===== src/rtl/cpu_control.sv =====
// Instruction sequencer for the 8-bit accumulator CPU: fetch, execute, memory handshake, branches.
// Latency: ALU/LD/branch 2 cycles, ST 3 cycles, plus one cycle per mem_ready=0 wait cycle.
// Backpressure: EXEC_A (memory read) and EXEC_B (memory write) stall indefinitely until mem_ready.
module cpu_control #(
  parameter int PC_W = 5
) (
  input  logic            clk,
  input  logic            reset,
  input  logic [7:0]      instr_in,
  input  logic            c,
  input  logic            z,
  input  logic            mem_ready,
  output logic [PC_W-1:0] pc,
  output logic [7:0]      ir,
  output logic [4:0]      mem_addr,
  output logic            mem_rd,
  output logic            mem_wr,
  output logic            ldAcc,
  output logic            useAlu,
  output logic            dbusSelect,
  output logic [1:0]      phase,
  output logic            halted
);

  typedef enum logic [1:0] {
    FETCH  = 2'b00,
    EXEC_A = 2'b01,
    EXEC_B = 2'b10,
    HALT   = 2'b11
  } state_t;

  state_t          state;
  logic [2:0]      opcode;
  logic [PC_W-1:0] target;

  assign opcode   = ir[7:5];
  assign target   = PC_W'(ir[4:0]);
  assign mem_addr = ir[4:0];
  assign phase    = state;

  // mem_rd is only ever high in EXEC_A of opcodes 000-100, so ir[7] alone
  // separates LD from the ALU ops; the strobe fires in the completing cycle.
  assign useAlu = mem_rd & ~ir[7] & mem_ready;
  assign ldAcc  = mem_rd &  ir[7] & mem_ready;

  // Sequencer: state, pc, ir and the registered memory/bus strobes.
  always_ff @(posedge clk or posedge reset) begin
    if (reset) begin
      state      <= FETCH;
      pc         <= '0;
      ir         <= '0;
      mem_rd     <= 1'b0;
      mem_wr     <= 1'b0;
      dbusSelect <= 1'b0;
      halted     <= 1'b0;
    end else begin
      case (state)
        FETCH: begin
          ir     <= instr_in;
          pc     <= pc + PC_W'(1);
          state  <= EXEC_A;
          // Read request is raised for the upcoming EXEC_A of ADD/SUB/NAND/SHIFT/LD.
          mem_rd <= (instr_in[7:5] <= 3'b100);
        end
        EXEC_A: begin
          case (opcode)
            3'b101: begin
              state      <= EXEC_B;
              mem_wr     <= 1'b1;
              dbusSelect <= 1'b1;
            end
            3'b110: begin
              if (z) pc <= target;
              state <= FETCH;
            end
            3'b111: begin
              if (ir[4:0] == 5'd0) begin
                state  <= HALT;
                halted <= 1'b1;
              end else begin
                if (c) pc <= target;
                state <= FETCH;
              end
            end
            default: begin
              if (mem_ready) begin
                mem_rd <= 1'b0;
                state  <= FETCH;
              end
            end
          endcase
        end
        EXEC_B: begin
          if (mem_ready) begin
            mem_wr     <= 1'b0;
            dbusSelect <= 1'b0;
            state      <= FETCH;
          end
        end
        HALT: begin
          state <= HALT;
        end
        default: begin
          state <= FETCH;
        end
      endcase
    end
  end

endmodule


===== config.mk =====
export PLATFORM = sky130hd
export DESIGN_NAME = cpu_control
export DESIGN_NICKNAME = d
export VERILOG_FILES = /design/src/rtl/cpu_control.sv
export SDC_FILE = /design/constraint.sdc
export NUM_CORES = 1
export LEC_CHECK = 0
export ABC_AREA = 1
export CAP_MARGIN = 25
export CORE_MARGIN = 2
export CORE_UTILIZATION = 43
export DETAILED_ROUTE_END_ITERATION = 10
export PLACE_DENSITY = 0.77
export RECOVER_POWER = 50
export REMOVE_ABC_BUFFERS = 1
export SKIP_CTS_REPAIR_TIMING = 1
export SKIP_LAST_GASP = 1
export SLEW_MARGIN = 20
export SYNTH_ARGS = -nofsm -noshare
export SYNTH_HDL_FRONTEND = slang
export SYNTH_SLANG_ARGS = --single-unit
export TNS_END_PERCENT = 10

===== constraint.sdc =====
create_clock -name clk -period 1.3 [get_ports clk]
set_input_delay 0.195 -clock clk [delete_from_list [all_inputs] [get_ports clk]]
set_output_delay 0.195 -clock clk [all_outputs]
set_load 0.05 [all_outputs]

# [Yosys cells after proc, flatten, opt, wreduce, memory -nomap -nowiden]
# Index checks and enable logic that the tools add are counted.
# W data, S select, Z words.
[totals] regBits=18 out_inout_bits=26 word_cells=50
[classes] n_addsub=1 order_cmp=1 eq_ne=14 mux=14 bitwise_logic=5 n_reduce_logical=9
[op_table] op="$pmux W5 S2" count=2
[op_table] op="$mux W5" count=3
[op_table] op="$ne A3 B3 Y1 const B" count=4
[op_table] op="$eq A3 B3 Y1 const B" count=3
[op_table] op="$reduce_and A3 Y1" count=3
[op_table] op="$ne A2 B2 Y1 const B" count=4
[op_table] op="$pmux W2 S4" count=1
[op_table] op="$pmux W2 S3" count=1
[op_table] op="$add A5 B1 Y5 const B" count=1
[op_table] op="$logic_not A5 Y1" count=1
[op_table] op="$reduce_and A5 Y1" count=1
[op_table] op="$and A1 B1 Y1" count=4
[op_table] op="$eq A2 B2 Y1 const B" count=2
[op_table] op="$mux W2" count=2
[op_table] op="$pmux W1 S2" count=2
[op_table] op="$reduce_bool A2 Y1" count=2
[op_table] op="$le A3 B3 Y1 const B" count=1
[op_table] op="$mux W1" count=3
[op_table] op="$reduce_or A3 Y1" count=1
[op_table] op="$eq A2 B1 Y1 const B" count=1
[op_table] op="$logic_not A2 Y1" count=1
[op_table] op="$not A1 Y1" count=1

# [Depth between registers and ports, before layout]
# Gate-level depths: netlist of the first run.
[logic_depth] depth_word=4 depth_mapped=8 mapped_depth_nobuf=8

# [Worst setup path after synthesis of the first run]
# OpenSTA, ideal clock, no wires.
[synth_timing] kind="flip-flop to output port" startpoint="reg ir[7]" endpoint="out ldAcc" arrival_time_ns=1.925 t_required_ns=1.105 path_slack_ns=-0.820 stages_incl_launch_ff=3 n_path_buf=0 path_cell_list="dfrtp_1 -> inv_1 -> nor3_1"
[synth_via] elab_chain_cells=2
[synth_lines] element="start, declared" line_no="14" source="output logic [7:0] ir,"
[synth_lines] element="start signal, assigned" line_no="59" source="ir <= instr_in;"
[synth_lines] element="$and A1 B1 Y1 (2 in a row)" line_no="44" source="assign ldAcc = mem_rd & ir[7] & mem_ready;"
[synth_lines] element="end, declared" line_no="18" source="output logic ldAcc,"
# No other way between the ends.

# [Worst setup path after layout of the first run]
[layout_timing] startpoint="reg ir[7]" endpoint="reg pc[1]"
[layout_via] elab_chain_cells=3 word_cells_on_any_way=9 cone_classes="eq/ne (6); mux (2); reduce/logical (1)"
[layout_lines] element="$eq A3 B3 Y1" line_no="66" source="case (opcode)"
[layout_lines] element="$pmux W5 S2 / $ne A3 B3 Y1 (equally long branches)"
[layout_lines] element="$pmux W5 S2 / $reduce_and A5 Y1 (equally long branches)"
[layout_lines] element="end signal, assigned" line_no="60" source="pc <= pc + PC_W'(1);"
[layout_lines] element="end signal, assigned" line_no="73" source="if (z) pc <= target;"
[layout_lines] element="end signal, assigned" line_no="81" source="if (c) pc <= target;"
[layout_lines] element="end, declared" line_no="13" source="output logic [PC_W-1:0] pc,"
# Several ways; a longest one is shown, not always the timed one.
# A chain may end at the register's enable or synchronous reset.

==> metrics, run 1 <==
TritonCTS clock tree built; status complete, but fails checks; final instance area 0.00182 mm2; worst reg-to-reg path cell count 7; port buffer count 38; starting density of the core 0.464; Avg Synthesized Cell Area 8.05 um2; kind of critical path flip-flop to flip-flop; total number of H-tree levels 1; tightest slew margin relative to the limit 0.362; max-capacitance violation count 0; startpoint type of the worst setup path flip-flop; count of unique library cells instantiated by Yosys 24; proportion of register bits with asynchronous set or reset after synthesis 1.00; Layout Skew 0.00532 ns; global-route wire length before repair 5000 um; worst-margin pin slew 0.957 ns; post-detailed-route via-to-cell ratio 5.21; number of global-route vias before repair 1,072; number of top-level pins 39; biggest area consumer among synthesized cells dfrtp_1; maximum single-stage delay on the critical path 0.42 ns; number of failing setup endpoints in the final timing report 8; total via count in the routed design 1,104; Worst-path clk slew 0.11 ns; drc violations 0; dominant cells by area after synthesis dfrtp_1 (43%), nand2_1 (13%), inv_1 (5.4%); number of instances in the synthesized netlist 130; worst hold path depth 3; share of the yosys chip area belonging to registers 0.431; register bit total from synthesis 18; failing checks negative setup slack; number of warnings printed during yosys synthesis 0; final-report max-slew violation count 0; number of diodes 0; largest net degree at the start of global routing 19; final worst slack -0.125 ns; nets@finish 199; DRT iter0 DRCs 37; insertion delay of the later-clocked pin in the worst-skew pair 0.30 ns; most frequent cell after synthesis nand2_1; Overflow after GRT 0; Post-Place Setup Slack -0.0943 ns; type of the worst min-delay path input pin to flip-flop; RSZ-0062 raised after global routing yes; critical path peak fanout 6; horizontal die dimension 53.3 um; worst-path cell chain buf_4, nand2_4, a21oi_1, buf_4, nand3_4, nand2_1, nand2_1; final HPWL from detailed placement 2390 um; weighted congestion reported at the end of routability-driven placement 0.810; number of synthesized flops with an enable pin 0; Placed Area 0.00181 mm2; Syn Std Cell Area 0.00105 mm2; area grow syn2layout 74.4%; required time at the worst-slack endpoint 1.51 ns; Chip Height 53.3 um; total routing resource utilization after global routing 0.247; Primary FF master, synth dfrtp_1; Commonest cells post-synth nand2_1 (36), dfrtp_1 (18), inv_1 (15), nand3_1 (9), o21ai_1 (7); number of endpoints with negative hold slack in the final report 0; number of buffers inserted during clock tree synthesis 3; count of antenna-violating nets left after detailed routing 0; crit path DAT 1.63 ns; clock root buffer clkbuf_4; fraction of post-synthesis cell area in the top cell type by area 0.431; FMAX 702 MHz; buffers from clock root to sink, at most 2; Pre-antenna DRT Iters 4; number of antenna violations at the first check in global routing 0; DIE AREA 0.00284 mm2; final clock period utilization by the worst path 1.10; total wirelength of the detailed-routed design 3060 um; critical path endpoint category flip-flop; TritonCTS Sinks 18; WL per Instance 14.4 um; final critical path time including I/O delays and setup 1.43 ns; layout cell share with drive strength beyond 1 0.359; slowest cell on the critical path dfrtp_2; core area 0.00225 mm2; number of rows created at floorplan 17
final cells by class:
| class | instances | area (um2) |
|---|---|---|
| clock buffer | 4 | 36.3 |
| tap | 28 | 35.0 |
| inverter | 18 | 70.1 |
| multi-input combinational | 87 | 483 |
| fill | 132 | 430 |
| sequential | 18 | 453 |
| timing repair buffer | 57 | 747 |
through the flow:
step / instances / utilization / hold WS, ns / setup TNS [ns]
after floorplan: 123 / - / 0.134 / -4.13
after global placement: 207 / 0.801 / 0.513 / -0.103
after detailed placement: 207 / 0.801 / 0.539 / -0.168
after CTS: 211 / 0.817 / 0.235 / -0.669
after global routing: 212 / 0.809 / 0.420 / -1.36
final: 212 / 0.809 / 0.426 / -0.708
worst max-delay path: cells and delay by family (launching register included):
kind | cells | cell delay [ns]
and+or+nand+nor | 4 | 0.33
DFF | 1 | 0.42
AOI/OAI and AO/OA | 1 | 0.25
buffers and inverters | 2 | 0.33
state kept, by name, indices dropped and copies added (netlist names):
| name | cells |
|---|---|
| pc | 5 |
| dbusSelect | 1 |
| halted | 1 |
| ir | 8 |
| mem_rd | 1 |
| phase | 2 |
cells in the final DEF (no fill, tap or decap), types with 3 or more instances in the layout:
| cell type | count |
|---|---|
| a21oi_1 | 3 |
| buf_12 | 24 |
| buf_4 | 17 |
| clkbuf_2 | 3 |
| clkbuf_4 | 3 |
| clkdlybuf4s50_1 | 12 |
| dfrtp_1 | 16 |
| inv_1 | 14 |
| inv_2 | 3 |
| nand2_1 | 36 |
| nand2_4 | 3 |
| nand3_1 | 9 |
| nand4_1 | 5 |
| nor2_1 | 4 |
| o21ai_0 | 6 |
| o21ai_1 | 7 |
per-layer routing:
layer | vias up | routed length, um | GRT usage
met1 | 530 | 1180 | 0.281
met3 | 8 | 127 | 0.0367
met5 | - | 0 | 0
met2 | 40 | 1670 | 0.449
met4 | 0 | 83 | 0.111
li1 | 526 | - | -
cells by family after synthesis:
group,share of synthesized area
AND/OR/NAND/NOR,0.335
XOR/XNOR,0.00837
buffers and inverters,0.115
adder cells (fa/ha/maj),0.0120
flip-flops,0.431
AO/OA/AOI/OAI,0.0993
worst paths after layout:
kind | startpoint | end | slack [ns]
max reg2reg | ir[7] | pc[1] | -0.13
min reg2reg | halted | halted | 0.50
max in group asynchronous | reset | ir[7] | 0.18
min | instr_in[4] | ir[4] | 0.43
max | ir[7] | pc[1] | -0.13
min in group asynchronous | reset | pc[1] | 0.48
Power of run 1 is not shown: default switching activity piles up to over one toggle a cycle in this logic, so the estimate is an artifact.
==> run 2, diff against run 1 <==
--- a/config.mk
+++ b/config.mk
@@ -9,6 +9,7 @@
 export CAP_MARGIN = 25
 export CORE_MARGIN = 2
 export CORE_UTILIZATION = 43
+export CTS_CLUSTER_SIZE = 12
 export DETAILED_ROUTE_END_ITERATION = 10
 export PLACE_DENSITY = 0.77
 export RECOVER_POWER = 50
==> results of run 2 <==
No change in the layout: final DEF, timing and power equal those of run 1.
Power of run 2 is left out for the same reason.
==> run 3, diff against run 2 <==
--- a/config.mk
+++ b/config.mk
@@ -8,10 +8,11 @@
 export ABC_AREA = 1
 export CAP_MARGIN = 25
 export CORE_MARGIN = 2
-export CORE_UTILIZATION = 43
+export CORE_UTILIZATION = 45
+export CTS_BUF_LIST = sky130_fd_sc_hd__clkbuf_8
 export CTS_CLUSTER_SIZE = 12
 export DETAILED_ROUTE_END_ITERATION = 10
-export PLACE_DENSITY = 0.77
+export PLACE_DENSITY = 0.8
 export RECOVER_POWER = 50
 export REMOVE_ABC_BUFFERS = 1
 export SKIP_CTS_REPAIR_TIMING = 1
==> run 3 against run 2 <==
  * The flow still finishes with violations (negative setup slack)
  * Non-clock buffer count is 4 higher
  * Critical path depth up 1
  * Sequential cell count stayed put
  * Setup slack worse by 0.071 ns
  * Sequential share of layout area shrank 0.57 points
  * Clock skew down 0.0045 ns
  * Register-to-register slack lost 0.07 ns
  * Worst hold slack better by 0.047 ns
  * Die area decreased by 4.1%
==> metrics, run 3 (synthesis gave the netlist of run 1 again) <==
horizontal die dimension 52.2 um; number of top-level pins 39; flip-flop count of the largest register, all copies and words added 8; RSZ-0062 raised after global routing yes; startpoint type of the worst setup path flip-flop; worst r2r src ir[0]; total routing resource utilization after global routing 0.320; number of diodes 0; number of rows created at floorplan 17; number of buffers inserted during clock tree synthesis 3; total number of H-tree levels 1; global-route wire length before repair 6230 um; count of antenna-violating nets left after detailed routing 0; Chip Height 52.2 um; detailed-routing wirelength on met1 1610 um; kind of critical path flip-flop to flip-flop; clock root buffer clkbuf_8; final critical path time including I/O delays and setup 1.50 ns; number of endpoints with negative hold slack in the final report 0; slowest cell on the critical path dfrtp_1; final clock period utilization by the worst path 1.15; DRT iter0 DRCs 80; area grow syn2layout 78.5%; TritonCTS Sinks 18; layout cell share with drive strength beyond 1 0.388; final instance area 0.00187 mm2; routed length on met2 2200 um; critical path peak fanout 3; status complete, but fails checks; type of the worst min-delay path input pin to async pin; critical path endpoint category flip-flop; maximum single-stage delay on the critical path 0.42 ns; Pre-antenna DRT Iters 5; largest net degree at the start of global routing 19; final-report max-slew violation count 0; failing checks negative setup slack; total wirelength of the detailed-routed design 4440 um; number of global-route vias before repair 1,283; Reg with most FFs ir; worst-path cell chain inv_1, nand2_1, nor2_4, nand2_1, nand2_1, nand2_1, nand3_1, nand2_1; most frequent standard cell in the layout excluding fill and tap cells nand2_1; post-detailed-route via-to-cell ratio 5.94; WL per Instance 20.6 um; number of antenna violations at the first check in global routing 0; Layout Skew 0.000871 ns; total via count in the routed design 1,283; tightest slew margin relative to the limit 0.696; worst-margin pin slew 0.456 ns; most used cells in the layout excluding fill and tap cells nand2_1 (36), buf_12 (22), buf_4 (20); max-capacitance violation count 0; insertion delay of the later-clocked pin in the worst-skew pair 0.26 ns; uppermost signal routing layer after detailed routing met4; number of failing setup endpoints in the final timing report 11; weighted congestion reported at the end of routability-driven placement 0.821; TritonCTS clock tree built; port buffer count 38; starting density of the core 0.473; nets@finish 203; buffers from clock root to sink, at most 2; setup TNS -0.948 ns; kind of cell adding the most delay to the critical path simple AND/OR/NAND/NOR gates; Routed met3 length 427 um; crit path DAT 1.64 ns; required time at the worst-slack endpoint 1.45 ns; Most Frequent Cell on Critical Path nand2_1; FMAX 668 MHz; post-layout utilization of the core 0.844; DIE AREA 0.00273 mm2; Placed Area 0.00181 mm2; buffers plus inverters on the worst setup path 1; drc violations 0; Worst-path clk slew 0.07 ns; Overflow after GRT 0; core area 0.00221 mm2; worst setup path startpoint ir[0]; final worst slack -0.196 ns; final HPWL from detailed placement 2540 um; Post-Route Hold Slack 0.473 ns
[run 3: cell count changes in the layout (fill, tap and decap cells not counted), sizes merged]
cell	change
dlygate4sd3	+1
clkdlybuf4s50	-2
clkbuf	+1
dlymetal6s2s	+1
buf	+3
[run 3: worst paths after layout]
path	to	slack (ns)	depth (start not counted)
max	pc[4]	-0.20	8
min	phase[0]	0.47	3
max in group asynchronous	ir[7]	0.49	3
min reg2reg	halted	0.50	2
max reg2reg	pc[4]	-0.20	8
min in group clk	phase[0]	0.49	5
[run 3: metrics by stage]
| stage | std cells | setup slack, ns |
|---|---|---|
| 2_1_floorplan | 123 | -0.820 |
| 3_3_place_gp | 208 | -0.0540 |
| 3_5_place_dp | 208 | -0.0992 |
| 4_1_cts | 212 | -0.196 |
| 5_1_grt | 216 | -0.210 |
| 6_report | 216 | -0.196 |
[run 3: worst reg2reg max path, stage by stage (launching register included)]
cell and delay [ns]:
dfrtp_1 0.42, inv_1 0.15, nand2_1 0.14, nor2_4 0.15, nand2_1 0.14, nand2_1 0.11
nand2_1 0.11, nand3_1 0.11, nand2_1 0.07
[run 3: layout make-up]
cell class,instances,area [um2]
multi-input cells,87,499
flip-flops and latches,18,453
repair buffers,61,754
clock buffers,4,55.1
well taps,28,35.0
inverters,18,70.1
fillers,95,345
[run 3: metal layers]
layer	track usage	vias up
met5	0	-
met4	0.158	0
met3	0.0714	26
met2	0.523	111
met1	0.396	613
li1	-	533
Power of run 3 is left out for the same reason.
